[src/rtl/xm_pkg.sv]
// Shared constants, opcode encoding and state encoding for the execute-to-memory stage.
package xm_pkg;

    localparam int unsigned REG_SIZE     = 8;
    localparam int unsigned ADDR_SIZE    = 8;
    localparam int unsigned REG_PTR_SIZE = 4;
    localparam int unsigned OPC_SIZE     = 4;

    localparam logic [OPC_SIZE-1:0] OPC_ADD       = 4'd0;
    localparam logic [OPC_SIZE-1:0] OPC_SUB       = 4'd1;
    localparam logic [OPC_SIZE-1:0] OPC_MUL       = 4'd2;
    localparam logic [OPC_SIZE-1:0] OPC_DIV       = 4'd3;
    localparam logic [OPC_SIZE-1:0] OPC_CMPGE     = 4'd4;
    localparam logic [OPC_SIZE-1:0] OPC_RSHIFT    = 4'd5;
    localparam logic [OPC_SIZE-1:0] OPC_LSHIFT    = 4'd6;
    localparam logic [OPC_SIZE-1:0] OPC_AND       = 4'd7;
    localparam logic [OPC_SIZE-1:0] OPC_OR        = 4'd8;
    localparam logic [OPC_SIZE-1:0] OPC_XOR       = 4'd9;
    localparam logic [OPC_SIZE-1:0] OPC_SET_CONST = 4'd10;
    localparam logic [OPC_SIZE-1:0] OPC_LD        = 4'd11;
    localparam logic [OPC_SIZE-1:0] OPC_ST        = 4'd12;
    localparam logic [OPC_SIZE-1:0] OPC_NOP       = 4'd13;
    localparam logic [OPC_SIZE-1:0] OPC_BRANCH    = 4'd14;
    localparam logic [OPC_SIZE-1:0] OPC_JUMP      = 4'd15;

    typedef enum logic [0:0] {
        IDLE = 1'b0,
        MEM  = 1'b1
    } xm_state_e;

    // True for every opcode that produces a register-file write (also used by hazard logic).
    function automatic logic writes_reg(input logic [OPC_SIZE-1:0] opc);
        return opc inside {OPC_ADD, OPC_SUB, OPC_MUL, OPC_DIV, OPC_CMPGE, OPC_RSHIFT,
                           OPC_LSHIFT, OPC_AND, OPC_OR, OPC_XOR, OPC_SET_CONST, OPC_LD};
    endfunction

endpackage

[src/rtl/xm_wb_reg.sv]
// Register-file write port register. Selects between a retiring load and an ALU result.
// When both arrive on the same edge the load goes first and the ALU result is parked
// for one cycle; later ALU results keep flowing through the park slot until a bubble.
module xm_wb_reg
    import xm_pkg::*;
#(
    parameter int unsigned REG_SIZE     = xm_pkg::REG_SIZE,
    parameter int unsigned REG_PTR_SIZE = xm_pkg::REG_PTR_SIZE
) (
    input  logic                    clk,
    input  logic                    rst_n,
    input  logic                    ld_wr,
    input  logic [REG_PTR_SIZE-1:0] ld_ptr,
    input  logic [REG_SIZE-1:0]     ld_data,
    input  logic                    alu_wr,
    input  logic [REG_PTR_SIZE-1:0] alu_ptr,
    input  logic [REG_SIZE-1:0]     alu_data,
    output logic                    W_we,
    output logic [REG_PTR_SIZE-1:0] W_ptr,
    output logic [REG_SIZE-1:0]     W_data
);

    logic                    we_q, we_d;
    logic [REG_PTR_SIZE-1:0] ptr_q, ptr_d;
    logic [REG_SIZE-1:0]     data_q, data_d;
    logic                    pend_vld_q, pend_vld_d;
    logic [REG_PTR_SIZE-1:0] pend_ptr_q, pend_ptr_d;
    logic [REG_SIZE-1:0]     pend_data_q, pend_data_d;

    // Next-state selection: load first, then parked ALU result, then fresh ALU result.
    always_comb begin
        we_d        = 1'b0;
        ptr_d       = ptr_q;
        data_d      = data_q;
        pend_vld_d  = 1'b0;
        pend_ptr_d  = alu_wr ? alu_ptr : pend_ptr_q;
        pend_data_d = alu_wr ? alu_data : pend_data_q;
        if (ld_wr) begin
            we_d       = 1'b1;
            ptr_d      = ld_ptr;
            data_d     = ld_data;
            pend_vld_d = alu_wr;
        end else if (pend_vld_q) begin
            we_d       = 1'b1;
            ptr_d      = pend_ptr_q;
            data_d     = pend_data_q;
            pend_vld_d = alu_wr;
        end else if (alu_wr) begin
            we_d   = 1'b1;
            ptr_d  = alu_ptr;
            data_d = alu_data;
        end
    end

    // Output and park-slot registers.
    always_ff @(posedge clk or negedge rst_n) begin
        if (!rst_n) begin
            we_q        <= 1'b0;
            ptr_q       <= '0;
            data_q      <= '0;
            pend_vld_q  <= 1'b0;
            pend_ptr_q  <= '0;
            pend_data_q <= '0;
        end else begin
            we_q        <= we_d;
            ptr_q       <= ptr_d;
            data_q      <= data_d;
            pend_vld_q  <= pend_vld_d;
            pend_ptr_q  <= pend_ptr_d;
            pend_data_q <= pend_data_d;
        end
    end

    assign W_we   = we_q;
    assign W_ptr  = ptr_q;
    assign W_data = data_q;

endmodule

[src/rtl/xm_stage.sv]
// Execute-to-memory/writeback stage: ALU writeback plus a req/ack memory handshake.
module xm_stage
    import xm_pkg::*;
#(
    parameter int unsigned REG_SIZE     = xm_pkg::REG_SIZE,
    parameter int unsigned ADDR_SIZE    = xm_pkg::ADDR_SIZE,
    parameter int unsigned REG_PTR_SIZE = xm_pkg::REG_PTR_SIZE,
    parameter int unsigned OPC_SIZE     = xm_pkg::OPC_SIZE
) (
    input  logic                    clk,
    input  logic                    rst_n,
    input  logic                    X_valid,
    input  logic [OPC_SIZE-1:0]     X_opc,
    input  logic [REG_SIZE-1:0]     X_result_ALU,
    input  logic [REG_SIZE-1:0]     X_st_data,
    input  logic [REG_PTR_SIZE-1:0] X_dst_ptr,
    input  logic                    X_flush,
    output logic                    M_stall,
    output logic                    mem_req,
    output logic                    mem_we,
    output logic [ADDR_SIZE-1:0]    mem_addr,
    output logic [REG_SIZE-1:0]     mem_wdata,
    input  logic                    mem_ack,
    input  logic [REG_SIZE-1:0]     mem_rdata,
    output logic                    W_we,
    output logic [REG_PTR_SIZE-1:0] W_ptr,
    output logic [REG_SIZE-1:0]     W_data
);

    xm_state_e               state_q, state_d;
    logic                    mem_we_q;
    logic [ADDR_SIZE-1:0]    addr_q;
    logic [REG_SIZE-1:0]     wdata_q;
    logic [REG_PTR_SIZE-1:0] ld_ptr_q;

    logic is_ld, is_st, is_mem, in_mem, accept, ld_retire, alu_wr;

    assign is_ld     = (X_opc == OPC_LD);
    assign is_st     = (X_opc == OPC_ST);
    assign is_mem    = is_ld | is_st;
    assign in_mem    = (state_q == MEM);
    assign M_stall   = in_mem & ~mem_ack;
    assign accept    = X_valid & ~X_flush & ~M_stall;
    assign ld_retire = in_mem & mem_ack & ~mem_we_q;
    assign alu_wr    = accept & ~is_mem & writes_reg(X_opc);

    // Next state: enter MEM on an accepted LD/ST; leave only on ack unless another access follows.
    always_comb begin
        state_d = state_q;
        unique case (state_q)
            IDLE: if (accept && is_mem) state_d = MEM;
            MEM:  if (mem_ack) state_d = (accept && is_mem) ? MEM : IDLE;
            default: state_d = IDLE;
        endcase
    end

    // State register.
    always_ff @(posedge clk or negedge rst_n) begin
        if (!rst_n) begin
            state_q <= IDLE;
        end else begin
            state_q <= state_d;
        end
    end

    // Access registers; only loaded on acceptance, so they stay stable while the access waits.
    always_ff @(posedge clk or negedge rst_n) begin
        if (!rst_n) begin
            mem_we_q <= 1'b0;
            addr_q   <= '0;
            wdata_q  <= '0;
            ld_ptr_q <= '0;
        end else if (accept && is_mem) begin
            mem_we_q <= is_st;
            addr_q   <= X_result_ALU[ADDR_SIZE-1:0];
            wdata_q  <= is_st ? X_st_data : '0;
            if (is_ld) begin
                ld_ptr_q <= X_dst_ptr;
            end
        end
    end

    assign mem_req   = in_mem;
    assign mem_we    = mem_we_q;
    assign mem_addr  = addr_q;
    assign mem_wdata = wdata_q;

    xm_wb_reg #(
        .REG_SIZE     (REG_SIZE),
        .REG_PTR_SIZE (REG_PTR_SIZE)
    ) u_wb_reg (
        .clk      (clk),
        .rst_n    (rst_n),
        .ld_wr    (ld_retire),
        .ld_ptr   (ld_ptr_q),
        .ld_data  (mem_rdata),
        .alu_wr   (alu_wr),
        .alu_ptr  (X_dst_ptr),
        .alu_data (X_result_ALU),
        .W_we     (W_we),
        .W_ptr    (W_ptr),
        .W_data   (W_data)
    );

endmodule

[config.mk]
export PLATFORM = sky130hd
export DESIGN_NAME = xm_stage
export DESIGN_NICKNAME = d
export VERILOG_FILES = /design/src/rtl/xm_pkg.sv /design/src/rtl/xm_wb_reg.sv /design/src/rtl/xm_stage.sv
export SDC_FILE = /design/constraint.sdc
export NUM_CORES = 1
export LEC_CHECK = 0
export BUFFER_PORTS_ARGS = -buffer_cell sky130_fd_sc_hd__buf_4
export CORE_MARGIN = 2
export CORE_UTILIZATION = 50
export CTS_BUF_LIST = sky130_fd_sc_hd__clkbuf_8 sky130_fd_sc_hd__clkbuf_16
export DETAILED_ROUTE_END_ITERATION = 8
export PLACE_DENSITY_LB_ADDON = 0.3
export SYNTH_ARGS = -nofsm -noshare
export SYNTH_HDL_FRONTEND = slang
export SYNTH_HIERARCHICAL = 1
export SYNTH_SLANG_ARGS = --single-unit
[constraint.sdc]
create_clock -name clk -period 1.8 [get_ports clk]
set_input_delay 0.36 -clock clk [delete_from_list [all_inputs] [get_ports clk]]
set_output_delay 0.36 -clock clk [all_outputs]
set_load 0.1 [all_outputs]
# [Word-level counts from Yosys, hierarchy flattened]
# Index checks and enable logic that the tools add are counted.
[word_totals] regBits=48 latch_bits=0 wordCells=57 mem_bits_rw=0 in_bits=37 output_inout_bits=32 memories=0 romBits=0
[classes] n_eq_ne=12 multipliers=0 muxes=15 shifts=0 n_lt_le_gt_ge=0 addsub=0 reduce_logical=5 div=0 bitwise_logic=14
[ops] operator="$mux 8" count=4
[ops] operator="$eq 4x4->1 const B" count=5
[ops] operator="$eq 4x3->1 const B" count=4
[ops] operator="$mux 4" count=3
[ops] operator="$reduce_bool 12->1" count=1
[ops] operator="$eq 4x2->1 const B" count=2
[ops] operator="$and 1x1->1" count=7
[ops] operator="$mux 1" count=7
[ops] operator="$not 1->1" count=6
[ops] operator="$eq 4x1->1 const B" count=1
[ops] operator="$logic_not 4->1" count=1
[ops] operator="$reduce_bool 3->1" count=1
[ops] operator="$pmux 1 s2" count=1
[ops] operator="$reduce_and 2->1" count=1
[ops] operator="$logic_and 1x1->1" count=1
[ops] operator="$or 1x1->1" count=1

# [Depth between registers and ports, before layout]
[logic_depth] depth_word=9 ltp_mapped=8 ltp_nobuf=6

# [Cells and area by module]
# The synthesis kept the hierarchy.
[by_module_without_submodules] module="xm_wb_reg" n_inst=1 seq_area_each_um2=650.6 cells_per_inst=98 area_per_inst_um2=1223.7
[by_module_without_submodules] module="xm_stage" n_inst=1 seq_area_each_um2=550.5 cells_per_inst=61 area_per_inst_um2=923.4

# [Worst setup path after synthesis]
# OpenSTA, ideal clock, no wires.
[synth_path] path_kind="reg2out" startpoint="register state_q (netlist: mem_req)" endpoint="output M_stall" required_time_ps=1440 slack_ps=-442 arrival_ps=1882 path_buffers=0 path_stages_with_launch=3 path_cell_list="dfrtp_1 > nand2b_1 > inv_1"
[synth_between] elab_chain_len=1
[synth_rtl] element="start: declaration" line_no="xm_stage.sv:30" rtl="xm_state_e state_q, state_d;"
[synth_rtl] element="start signal: assignment" line_no="xm_stage.sv:62" rtl="state_q <= state_d;"
[synth_rtl] element="$and 1x1->1" line_no="xm_stage.sv:42" rtl="assign M_stall = in_mem & ~mem_ack;"
[synth_rtl] element="end: declaration" line_no="xm_stage.sv:18" rtl="output logic M_stall,"
# No other way between the ends.

# [Worst setup path in the final report]
[layout_path] startpoint="register state_q (netlist: mem_req)" endpoint="register u_wb_reg.pend_data_q[2]"
[layout_between] elab_chain_len=5
[layout_rtl] element="$and 1x1->1" line_no="xm_stage.sv:42"
[layout_rtl] element="$not 1->1" line_no="xm_stage.sv:43" rtl="assign accept = X_valid & ~X_flush & ~M_stall;"
[layout_rtl] element="$and 1x1->1" line_no="xm_stage.sv:43"
[layout_rtl] element="$and 1x1->1 (2 in a row)" line_no="xm_stage.sv:45" rtl="assign alu_wr = accept & ~is_mem & writes_reg(X_opc);"
[layout_rtl] element="via alu_wr" line_no="xm_stage.sv:36" rtl="logic is_ld, is_st, is_mem, in_mem, accept, ld_retire, alu_wr;"
[layout_rtl] element="end signal: assignment" line_no="xm_wb_reg.sv:70" rtl="pend_data_q <= pend_data_d;"
[layout_rtl] element="end: declaration" line_no="xm_wb_reg.sv:28" rtl="logic [REG_SIZE-1:0] pend_data_q, pend_data_d;"
# The timed path passes the listed nets, and every way through them passes these cells.
# A chain may end at the register's enable or synchronous reset.

==> reports/qor.txt <==
status: complete, no violations
CP Capture Type: flip-flop
Post-Syn Area: 2150 um^2
required time of the critical path: 1990 ps
Root Driver: clkbuf_8
final worst setup slack: 50.5 ps
clock tree buffer depth: 2
Syn. warnings: 6
flops & latches, synth: 48
Peak supply drop: 880 uV
Std-Cell Core Area: 4060 um^2
syn_area_per_cell: 13.5 um^2
R2R cell count: 6
CTS tree: done
Initial Util: 0.529
Hold WC Path Type: in2async
Die X-Extent: 69.5 um
global-route wire length before repair: 7.63 mm
CP Max Fanout: 13
top_reg_cell synth: dfrtp_1
Remaining DRCs: 0
area of placed instances: 2720 um^2
Arr. time, crit path: 1940 ps
Reg2Reg Setup Slack: 50 ps
die height: 69.5 um
RSZ-0062 raised after global routing: no
Seq/Total Area, Yosys: 0.559
Total Power: 3.60 mW
Post-synth ARST share: 1.00
Layout area overhead: 31.6%
most frequent cells after synthesis: 48 x dfrtp_1, 22 x mux2_2, 12 x a22oi_1, 10 x and3b_1, 10 x o21ai_1
row count: 23
clock slew at reported path FFs: 80 ps
Area contributors post-synth: dfrtp_1 56%, mux2_2 12%, a22oi_1 4.2%, and3b_1 4.1%, a22o_2 3.3%
Tmin final: 1750 ps
dpl ws: -46.5 ps
vias per inst: 5.68
Die Area: 4830 um^2
H-Tree Depth: 2
Leakage: 1.39 nW
critical path class: reg2reg
Final #Nets: 267
PwrDens: 1270 nW/um^2
drt total wl: 4.85 mm
clock skew: 4.92 ps
total CTS buffers: 5
Avg WL per Cell: 17.3 um
EDFF count, synth: 0
Slew headroom: 0.602
Worst Max-Slew Pin Slew: 596 ps
GP Congestion: 0.892
first-iteration detailed-routing DRC count: 53
top-count cell post-synth: dfrtp_1
diode count: 0
r2r endpoint: u_wb_reg/pend_data_q[2]
post-route ant nets: 0
Sink Count: 48
startpoint type of the worst setup path: flip-flop
Synth Instances: 159
Clock Latency Late Sink: 300 ps
synth unique cells: 31
setup violators final: 0
Max Transition Viols Final: 0
gr usage total: 0.202
layout cells sized above 1: 0.570
I/O pin cnt: 69
GRT overflow: 0
Port Buffers: 68
fin crit share: 0.972
Yosys top cell area share: 0.559
post-CTS resize count: 0
syn nets: 196
worst r2r src: mem_req
initial antenna violation count: 0
via count: 1591
largest net degree at the start of global routing: 49
first-pass iteration count of the detailed router: 4
Final Cell Area: 2830 um^2
Max Fclk: 572 MHz
area leader, netlist: dfrtp_1
vias in the first global route: 1606
post-DP HPWL: 3.43 mm
Final Hold Viols: 0
Max-Cap Viols: 0
## per-layer routing
layer  up-vias  GRT usage  wire (um)
met1       793      0.242       1910
met4         0      0.111        167
met5         -          0          0
met2        54      0.329       2510
met3        15     0.0581        259
li1        729          -          -
## how the worst max path moves through the flow
| stage | startpoint | to | slack (ps) | cells past startpoint |
|---|---|---|---|---|
| 5_1_grt | mem_req | u_wb_reg/pend_data_q[2] | 20 | 6 |
| 4_1_cts | mem_req | u_wb_reg/W_data[2] | 80 | 7 |
| 3_5_place_dp | X_flush | u_wb_reg/W_data[2] | -50 | 8 |
| 2_1_floorplan | mem_req | u_wb_reg/pend_data_q[0] | 7 | 6 |
| 3_3_place_gp | X_flush | u_wb_reg/W_data[4] | 40 | 8 |
| 6_report | mem_req | u_wb_reg/pend_data_q[2] | 50 | 6 |
## stage by stage
step | hold slack, ps | TNS (ps) | util | instances
after floorplan | 64.4 | 0 | - | 159
after global placement | 387 | 0 | 0.669 | 271
after detailed placement | 406 | -80.1 | 0.669 | 271
after CTS | 83.6 | 0 | 0.689 | 278
after global routing | 108 | 0 | 0.697 | 280
final | 59.4 | 0 | 0.697 | 280
## registers in the layout (all words and copies together) (netlist names)
signal	cells
ld_ptr_q	4
u_wb_reg/W_data	8
mem_addr	8
u_wb_reg/pend_ptr_q	4
u_wb_reg/W_we	1
u_wb_reg/pend_vld_q	1
u_wb_reg/W_ptr	4
mem_req	1
mem_wdata	8
u_wb_reg/pend_data_q	8
mem_we	1
## cell type report
| type | count | area [um^2] |
|---|---|---|
| Fill cell | 302 | 1230 |
| Sequential cell | 48 | 1210 |
| Multi-Input combinational cell | 96 | 865 |
| Timing Repair Buffer | 76 | 601 |
| Clock buffer | 5 | 68.8 |
| Tap cell | 50 | 62.6 |
| Inverter | 3 | 15.0 |
| Clock inverter | 2 | 8.76 |
## report_power, final
group	switching [mW]	internal, mW
registers	0.120	1.28
logic	1.20	0.399
clock network	0.335	0.259
total	1.66	1.94
## worst max-delay path, cell delays in order (launching register included)
cell and delay, ps:
dfrtp_4 500, nand2b_4 130, nand2_1 100, a211oi_4 240, buf_4 190, clkbuf_16 150, mux2_2 330
## timing repair
| item | in CTS | in global routing |
|---|---|---|
| hold buffers | 0 | 0 |
| setup buffers | 0 | 1 |
| setup endpoints to repair | 0 | 1 |
## logic make-up after synthesis
group,synth area share
AOI/OAI and AO/OA,0.168
DFF,0.559
muxes,0.128
and+or+nand+nor,0.0979
buffers and inverters,0.0472
## cell usage in the layout (no fill, tap or decap), types with 2 or more instances in the layout
| cell type | synthesis | layout |
|---|---|---|
| buf_4 | 1 | 74 |
| dfrtp_1 | 48 | 46 |
| mux2_2 | 22 | 22 |
| a22oi_1 | 12 | 12 |
| and3b_1 | 10 | 10 |
| o21ai_1 | 10 | 10 |
| a22o_2 | 7 | 7 |
| a21oi_2 | 6 | 6 |
| a21oi_1 | 6 | 6 |
| clkbuf_8 | 0 | 5 |
| inv_1 | 3 | 3 |
| and3_1 | 3 | 3 |
| and3b_2 | 3 | 3 |
| nand2_1 | 2 | 2 |
| o21ai_0 | 2 | 2 |
Power figures use the tool's default switching activity.
